[config.mk]
export PLATFORM = sky130hd
export DESIGN_NAME = if_prefetch_unit
export DESIGN_NICKNAME = d
export VERILOG_FILES = /design/src/rtl/if_prefetch_unit_pkg.sv /design/src/rtl/if_inst_queue.sv /design/src/rtl/if_prefetch_unit.sv
export SDC_FILE = /design/constraint.sdc
export NUM_CORES = 1
export LEC_CHECK = 0
export ABC_AREA = 0
export CORE_ASPECT_RATIO = 0.8
export CORE_MARGIN = 5
export CORE_UTILIZATION = 40
export DETAILED_ROUTE_END_ITERATION = 8
export DONT_BUFFER_PORTS = 1
export GPL_ROUTABILITY_DRIVEN = 0
export PLACE_DENSITY = 0.56
export SETUP_SLACK_MARGIN = 0.1
export SKIP_LAST_GASP = 1
export SLEW_MARGIN = 20
export SYNTH_ARGS = -nofsm -noshare
export SYNTH_HDL_FRONTEND = slang
export SYNTH_HIERARCHICAL = 1
export SYNTH_SLANG_ARGS = --single-unit
[constraint.sdc]
create_clock -name clk -period 5.75 [get_ports clk]
set_input_delay 1.15 -clock clk [delete_from_list [all_inputs] [get_ports clk]]
set_output_delay 1.15 -clock clk [all_outputs]
set_load 0.01 [all_outputs]
[src/rtl/if_prefetch_unit_pkg.sv]
// Shared definitions for the instruction-fetch / prefetch unit.
package if_prefetch_unit_pkg;
  localparam int ADDR_W_DEF = 32;

  typedef enum logic {
    LOOKUP = 1'b0,
    REFILL = 1'b1
  } fetch_state_e;

  localparam logic [31:0] ZeroWord = 32'h0;
endpackage

[src/rtl/if_inst_queue.sv]
// Circular prefetch FIFO; flush wins over push/pop, full is judged on count before pop.
module if_inst_queue #(
  parameter int WIDTH = 64,
  parameter int DEPTH = 2
) (
  input  logic                     clk,
  input  logic                     rst_n,
  input  logic                     push,
  input  logic [WIDTH-1:0]         push_data,
  input  logic                     pop,
  input  logic                     flush,
  output logic [$clog2(DEPTH):0]   count,
  output logic [WIDTH-1:0]         head
);
  localparam int AW = $clog2(DEPTH);
  localparam int CW = AW + 1;

  logic [DEPTH-1:0][WIDTH-1:0] mem;
  logic [AW-1:0]               rd_ptr, wr_ptr;
  logic                        do_push, do_pop;

  assign do_push = push && (count < CW'(DEPTH));
  assign do_pop  = pop && (count != '0);
  assign head    = mem[rd_ptr];

  always_ff @(posedge clk or negedge rst_n) begin
    if (!rst_n) begin
      mem    <= '0;
      rd_ptr <= '0;
      wr_ptr <= '0;
      count  <= '0;
    end else if (flush) begin
      rd_ptr <= '0;
      wr_ptr <= '0;
      count  <= '0;
    end else begin
      if (do_push) begin
        mem[wr_ptr] <= push_data;
        wr_ptr      <= wr_ptr + 1'b1;
      end
      if (do_pop) rd_ptr <= rd_ptr + 1'b1;
      case ({do_push, do_pop})
        2'b10:   count <= count + 1'b1;
        2'b01:   count <= count - 1'b1;
        default: count <= count;
      endcase
    end
  end
endmodule

[src/rtl/if_prefetch_unit.sv]
// Instruction fetch: cache lookup, byte-serial miss refill, prefetch queue to decode.
// Cache path enabled by defining IF_CACHE_EN; otherwise every fetch refills from memory.
module if_prefetch_unit
  import if_prefetch_unit_pkg::*;
#(
  parameter int                ADDR_W     = ADDR_W_DEF,
  parameter int                INST_BYTES = 4,
  parameter int                QDEPTH     = 2,
  parameter logic [ADDR_W-1:0] RESET_PC   = '0
) (
  input  logic                    clk,
  input  logic                    rst_n,
  input  logic                    redirect_valid_i,
  input  logic [ADDR_W-1:0]       redirect_pc_i,
  input  logic                    mem_busy_i,
  input  logic [7:0]              mem_byte_i,
  output logic                    mem_req_o,
  output logic [ADDR_W-1:0]       mem_addr_o,
  output logic [ADDR_W-1:0]       cache_raddr_o,
  input  logic                    cache_hit_i,
  input  logic [8*INST_BYTES-1:0] cache_inst_i,
  output logic                    cache_we_o,
  output logic [ADDR_W-1:0]       cache_waddr_o,
  output logic [8*INST_BYTES-1:0] cache_wdata_o,
  output logic                    inst_valid_o,
  output logic [8*INST_BYTES-1:0] inst_o,
  output logic [ADDR_W-1:0]       inst_pc_o,
  input  logic                    inst_ready_i
);
  localparam int IW    = 8 * INST_BYTES;
  localparam int CNT_W = $clog2(INST_BYTES + 1);
  localparam int QCW   = $clog2(QDEPTH) + 1;

  fetch_state_e      state_q, state_d;
  logic [ADDR_W-1:0] fetch_pc;
  logic [CNT_W-1:0]  issue_cnt, recv_cnt;
  logic              cap_pending;
  logic [IW-1:0]     word_q;
  logic              hit;
  logic [IW-1:0]     hit_data;
  logic [QCW-1:0]    q_count;
  logic [ADDR_W+IW-1:0] q_head;
  logic              q_full, push, accept, refill_done;
  logic [IW-1:0]     push_inst;

`ifdef IF_CACHE_EN
  assign hit      = cache_hit_i;
  assign hit_data = cache_inst_i;
`else
  logic unused_cache;
  assign unused_cache = ^{cache_hit_i, cache_inst_i};
  assign hit      = 1'b0;
  assign hit_data = ZeroWord[IW-1:0];
`endif

  assign q_full      = q_count >= QCW'(QDEPTH);
  assign refill_done = (state_q == REFILL) && (recv_cnt == CNT_W'(INST_BYTES));
  assign mem_req_o   = (state_q == REFILL) && (issue_cnt < CNT_W'(INST_BYTES));
  assign mem_addr_o  = fetch_pc + ADDR_W'(issue_cnt);
  assign accept      = mem_req_o && !mem_busy_i;
  assign push_inst   = (state_q == LOOKUP) ? hit_data : word_q;

  always_comb begin
    state_d = state_q;
    push    = 1'b0;
    case (state_q)
      LOOKUP: if (!q_full) begin
        if (hit) push = 1'b1;
        else     state_d = REFILL;
      end
      REFILL: if (refill_done) begin
        push    = 1'b1;
        state_d = LOOKUP;
      end
      default: state_d = LOOKUP;
    endcase
    // Redirect drops any same-cycle push; the queue is flushed anyway.
    if (redirect_valid_i) begin
      push    = 1'b0;
      state_d = LOOKUP;
    end
  end

  always_ff @(posedge clk or negedge rst_n) begin
    if (!rst_n) state_q <= LOOKUP;
    else        state_q <= state_d;
  end

  always_ff @(posedge clk or negedge rst_n) begin
    if (!rst_n) begin
      fetch_pc    <= RESET_PC;
      issue_cnt   <= '0;
      recv_cnt    <= '0;
      cap_pending <= 1'b0;
      word_q      <= '0;
    end else if (redirect_valid_i) begin
      // Clearing cap_pending discards the byte of an address accepted this cycle.
      fetch_pc    <= redirect_pc_i;
      issue_cnt   <= '0;
      recv_cnt    <= '0;
      cap_pending <= 1'b0;
    end else begin
      cap_pending <= accept;
      if (accept) issue_cnt <= issue_cnt + 1'b1;
      if (cap_pending) begin
        for (int b = 0; b < INST_BYTES; b++)
          if (recv_cnt == CNT_W'(b)) word_q[8*b +: 8] <= mem_byte_i;
        recv_cnt <= recv_cnt + 1'b1;
      end
      if (push) fetch_pc <= fetch_pc + ADDR_W'(INST_BYTES);
      if (refill_done) begin
        issue_cnt <= '0;
        recv_cnt  <= '0;
      end
    end
  end

  if_inst_queue #(
    .WIDTH (ADDR_W + IW),
    .DEPTH (QDEPTH)
  ) u_queue (
    .clk       (clk),
    .rst_n     (rst_n),
    .push      (push),
    .push_data ({fetch_pc, push_inst}),
    .pop       (inst_valid_o && inst_ready_i),
    .flush     (redirect_valid_i),
    .count     (q_count),
    .head      (q_head)
  );

  assign inst_valid_o = (q_count != '0);
  assign inst_o       = q_head[IW-1:0];
  assign inst_pc_o    = q_head[IW +: ADDR_W];

`ifdef IF_CACHE_EN
  // Fill is written even on a redirect: the data is correct for its address.
  assign cache_raddr_o = fetch_pc;
  assign cache_we_o    = refill_done;
  assign cache_waddr_o = refill_done ? fetch_pc : '0;
  assign cache_wdata_o = refill_done ? word_q : '0;
`else
  assign cache_raddr_o = '0;
  assign cache_we_o    = 1'b0;
  assign cache_waddr_o = '0;
  assign cache_wdata_o = ZeroWord[IW-1:0];
`endif
endmodule
# --- Yosys cells after proc, flatten, opt, wreduce, memory -nomap -nowiden ---
# Cells that the tools add are included.
classes:
  muxes: 28
  magnitude_cmp: 6
  reduce_logical: 21
  n_addsub: 8
  bitwise: 2
  n_eq_ne: 6
ops:
  columns: ["op", "count"]
  rows:
  - ["$mux W64", 3]
  - ["$bwmux W128", 1]
  - ["$mux W32", 3]
  - ["$demux W64 S1", 1]
  - ["$add A32 B3 Y32", 1]
  - ["$add A32 B3 Y32 const B", 1]
  - ["$mux W3", 6]
  - ["$reduce_and A3 Y1", 4]
  - ["$mux W1", 10]
  - ["$reduce_bool A3 Y1", 3]
  - ["$reduce_bool A2 Y1", 4]
  - ["$logic_and A1 B1 Y1", 7]
  - ["$add A3 B1 Y3 const B", 2]
  - ["$eq A3 B2 Y1 const B", 2]
  - ["$lt A1 B2 Y1 const B", 2]
  - ["$pmux W1 S2", 2]
  - ["$pmux W2 S2", 1]
  - ["$eq A3 B1 Y1 const B", 1]
  - ["$eq A3 B3 Y1 const B", 1]
  - ["$logic_not A3 Y1", 1]
  - ["$lt A3 B3 Y1 const B", 1]
  - ["$add A1 B1 Y1 const B", 2]
  - ["$add A2 B1 Y2 const B", 1]
  - ["$eq A2 B1 Y1 const B", 1]
  - ["9 further kinds", 10]
totals:
  output_inout_bits: 195
  elab_cells: 85
  in_bits: 78
  register_bits: 204

# --- Depth between registers and ports, before layout ---
depth:
  ltp_word: 9
  ltp_mapped: 9
  ltp_nobuf: 7

# --- Hierarchy ---
# The synthesis kept the hierarchy.
modules_own_cells:
  columns: ["mod", "cells_each", "area_each_um2", "n_inst", "seq_area_each_um2"]
  rows:
  - ["if_inst_queue", 360, 5756.8, 1, 3303.2]
  - ["if_prefetch_unit", 543, 5084.9, 1, 1801.7]

# --- Least setup slack after synthesis ---
# OpenSTA, ideal clock, no wires.
synth_timing:
  path_type: "register -> output"
  startpoint: "register fetch_pc[10]"
  endpoint: "output port mem_addr_o[18]"
  n_path_buf: 1
  t_required_ns: 4.600
  path_stages_with_launch: 6
  arrival_ns: 1.885
  setup_slack_ns: 2.715
  cell_sequence: "dfrtp_1 > buf_2 > nand4_1 > or3_1 > or4_1 > xnor2_1"
synth_between:
  elab_chain_cells: 1
synth_rtl:
  columns: ["element", "line_no", "rtl"]
  rows:
  - ["start, declared", "if_prefetch_unit.sv:35", "logic [ADDR_W-1:0] fetch_pc;"]
  - ["start signal, assigned", "if_prefetch_unit.sv:98", "fetch_pc <= redirect_pc_i;"]
  - ["start signal, assigned", "if_prefetch_unit.sv:110", "if (push) fetch_pc <= fetch_pc + ADDR_W'(INST_BYTES);"]
  - ["$add A32 B3 Y32", "if_prefetch_unit.sv:59", "assign mem_addr_o = fetch_pc + ADDR_W'(issue_cnt);"]
  - ["end, declared", "if_prefetch_unit.sv:18", "output logic [ADDR_W-1:0] mem_addr_o,"]
# Every way passes these cells.

# --- Final worst setup path ---
layout_timing:
  startpoint: "register fetch_pc[5]"
  endpoint: "output port mem_addr_o[30]"
# Same word-level chain as after synthesis.

==> results.toml <==
[final_layout]
final_net_count = 968
final_core_util = 0.4285
drive_above_1_share = 0.3154
area_delta_synth_final_pct = 4.848
fill_cells = 2522
num_antenna_cells = 0
regArea_mm2 = 0.005106
stdcell_area_mm2 = 0.01137
multi_input_area_mm2 = 0.005006

[cts]
cts_hold_buf = 0
clk_pin_slew_ns = 0.06
post-cts-setup-buffers = 0
cts-resized-gates = 0
cts_made_buffers = 22
cts_tree = "built"
h-tree-depth = 1
root_buffer = "clkbuf_16"
clock_sinks = 204
cts_buffer_depth = 3
clock_latency_ns = 0.50

[routing]
finalWirelength_mm = 25.43
drc = 0
drt_iter0_drc = 366
wl_per_cell_um = 20.33
vias_per_cell = 5.141
detail-route-antenna-nets = 0
dr.pass1.iters = 4
dr_total_vias = 6431

[synthesis]
synthTopCellsByArea = "dfrtp_1, mux2_2, buf_4"
ys_ff_latch = 204
syn_area_mm2 = 0.01084
seq_area_frac_synth = 0.4709
ys_types = 51
ys_async_sr_fraction = 1.000
synth-edff-count = 0
synth_top_area_frac = 0.4709
synth_warnings = 6
yosys.area.top_type = "dfrtp_1"
ys.flop_type = "dfrtp_1"
postSynthAreaPerCell_um2 = 12.01
synthCells = 903

[sta]
setup_tns_ns = 0
tightest_slew_ns = 0.9352
setup_violations = 0
hold_violations = 0
skew_ns = 0.009604
fin_crit_sh = 0.7230
timing.fmax_mhz = 240.5
maxSlewHeadroom = 0.3765
fin_crit_ns = 4.158
rsz0062_at_grt = "false"
final_max_slew_viol_count = 0

[setup_path]
start_kind = "register"
required_ns = 4.60
r2r_setup_slack_ns = 3.15
reg2reg_from = "recv_cnt[0]"
path_max_fanout = 12
criticalPathCategory = "reg -> out"
endpoint_kind = "output port"
rr_worst_depth = 8
r2r_end = "u_queue/mem[119]"
cp_data_arrival_time_ns = 3.01

[grt]
grt_use_total = 0.1601
grt_pass1_vias = 6258
grt-ovfl-total = 0
grt_most_used_layer = "met1"
met2_usage = 0.2293
grt_max_degree = 205
use_met3 = 0.03617
gr-usage-met1 = 0.2479
antenna_found_initial = 0
grt_pass1_wl_mm = 39.30

[flow_run]
cap_violations = 0

[die]
dieWidth_um = 194.1
num_rows = 53
ioPinCount = 273
initial_core_util = 0.4087
die-height_um = 157.3
core-area_mm2 = 0.02653
dieArea_mm2 = 0.03052

[place]
io_buffers = 0
dp_hpwl_mm = 17.24
place_area_mm2 = 0.01063

[power_and_ir_drop]
ir_drop_uv = 155.8
p_leak_nw = 5.267
p_per_area_mw_per_mm2 = 301.5

[outcome]
status = "complete, no violations"

[hold_path]
hp-class = "in -> async"
## area by class of cell
type / count / area share
Tap cell: 357 / 0.03930
Inverter: 6 / 0.001981
Multi-Input combinational cell: 639 / 0.4404
Clock buffer: 30 / 0.05647
Sequential cell: 204 / 0.4492
Timing Repair Buffer: 6 / 0.003963
Clock inverter: 9 / 0.008696
## worst max-delay path by stage
stage,from,end,cells after the start
global placement,fetch_pc[5],mem_addr_o[30],4
global route,fetch_pc[5],mem_addr_o[30],4
finish,fetch_pc[5],mem_addr_o[30],4
CTS,fetch_pc[5],mem_addr_o[30],4
floorplan,fetch_pc[10],mem_addr_o[18],5
detailed placement,fetch_pc[5],mem_addr_o[30],4
## synthesized netlist by cell type, drive strengths merged, types with 5 or more instances
cell type / count
a21oi: 7
a31oi: 13
and2: 37
and3: 5
and4: 8
buf: 129
clkbuf: 19
dfrtp: 204
ha: 10
inv: 5
mux2: 227
nand2: 37
nand3: 13
nand4: 25
nor2: 28
nor4: 7
o21ai: 19
o31ai: 10
or3: 5
or4: 18
xnor2: 30
xor2: 16
## stage by stage
stage          hold slack (ns)  power, mW  setup WS [ns]  std cells
2_1_floorplan           0.4713      1.976          2.715        999
3_3_place_gp            0.4816      1.999          2.160       1212
3_5_place_dp            0.4873      2.005          2.123       1212
4_1_cts                 0.3236      3.476          1.596       1251
5_1_grt                 0.3246      3.577          1.386       1251
6_report                0.3572      3.427          1.592       1251
## flip-flops by register name, summed over array words and instances (netlist names)
| signal | cells |
|---|---|
| cap_pending | 1 |
| u_queue/count | 2 |
| fetch_pc | 32 |
| u_queue/wr_ptr | 1 |
| word_q | 32 |
| recv_cnt | 3 |
| state_q | 1 |
| issue_cnt | 3 |
| u_queue/rd_ptr | 1 |
| u_queue/mem | 128 |
## cell usage in the layout (no fill, tap or decap), types with 7 or more instances in the layout
master	synthesis	final
a21oi_1	7	7
a31oi_1	13	13
and2_1	37	37
and4_1	7	7
clkbuf_16	0	23
conb_1	1	97
dfrtp_1	204	203
ha_1	10	10
mux2_2	227	227
nand2_1	37	37
nand3_1	13	13
nand4_1	23	23
nor2_1	28	28
nor4_1	7	7
o21ai_0	19	19
o31ai_1	10	10
or4_1	17	17
xnor2_1	30	30
xor2_1	16	16
## metal layers
layer	up-vias	share of wire
met1	3270	0.50
met4	0	0.019
met3	33	0.063
li1	2955	-
met5	-	0
met2	173	0.42
## power by group
| part | switching, mW | leakage [nW] | internal (mW) |
|---|---|---|---|
| clock network | 0.579 | 0.372 | 0.871 |
| registers | 0.0988 | 2.73 | 1.54 |
| logic | 0.186 | 2.17 | 0.153 |
| total | 0.863 | 5.27 | 2.56 |
## critical path: stages (launching register included)
cell and delay [ns]:
dfrtp_1 0.61, nand4_1 0.52, nor3b_2 0.79, nand4_1 0.20, xnor2_1 0.38
## logic make-up after synthesis
| group | synth area share |
|---|---|
| multiplexers | 0.2367 |
| flip-flops | 0.4709 |
| AND/OR/NAND/NOR | 0.1077 |
| buffers and inverters | 0.1011 |
| AO/OA/AOI/OAI | 0.03277 |
| XOR/XNOR | 0.03716 |
| adder cells (fa/ha/maj) | 0.01339 |
| other | 0.0003459 |
No activity file was read; power rests on OpenSTA's default activity.
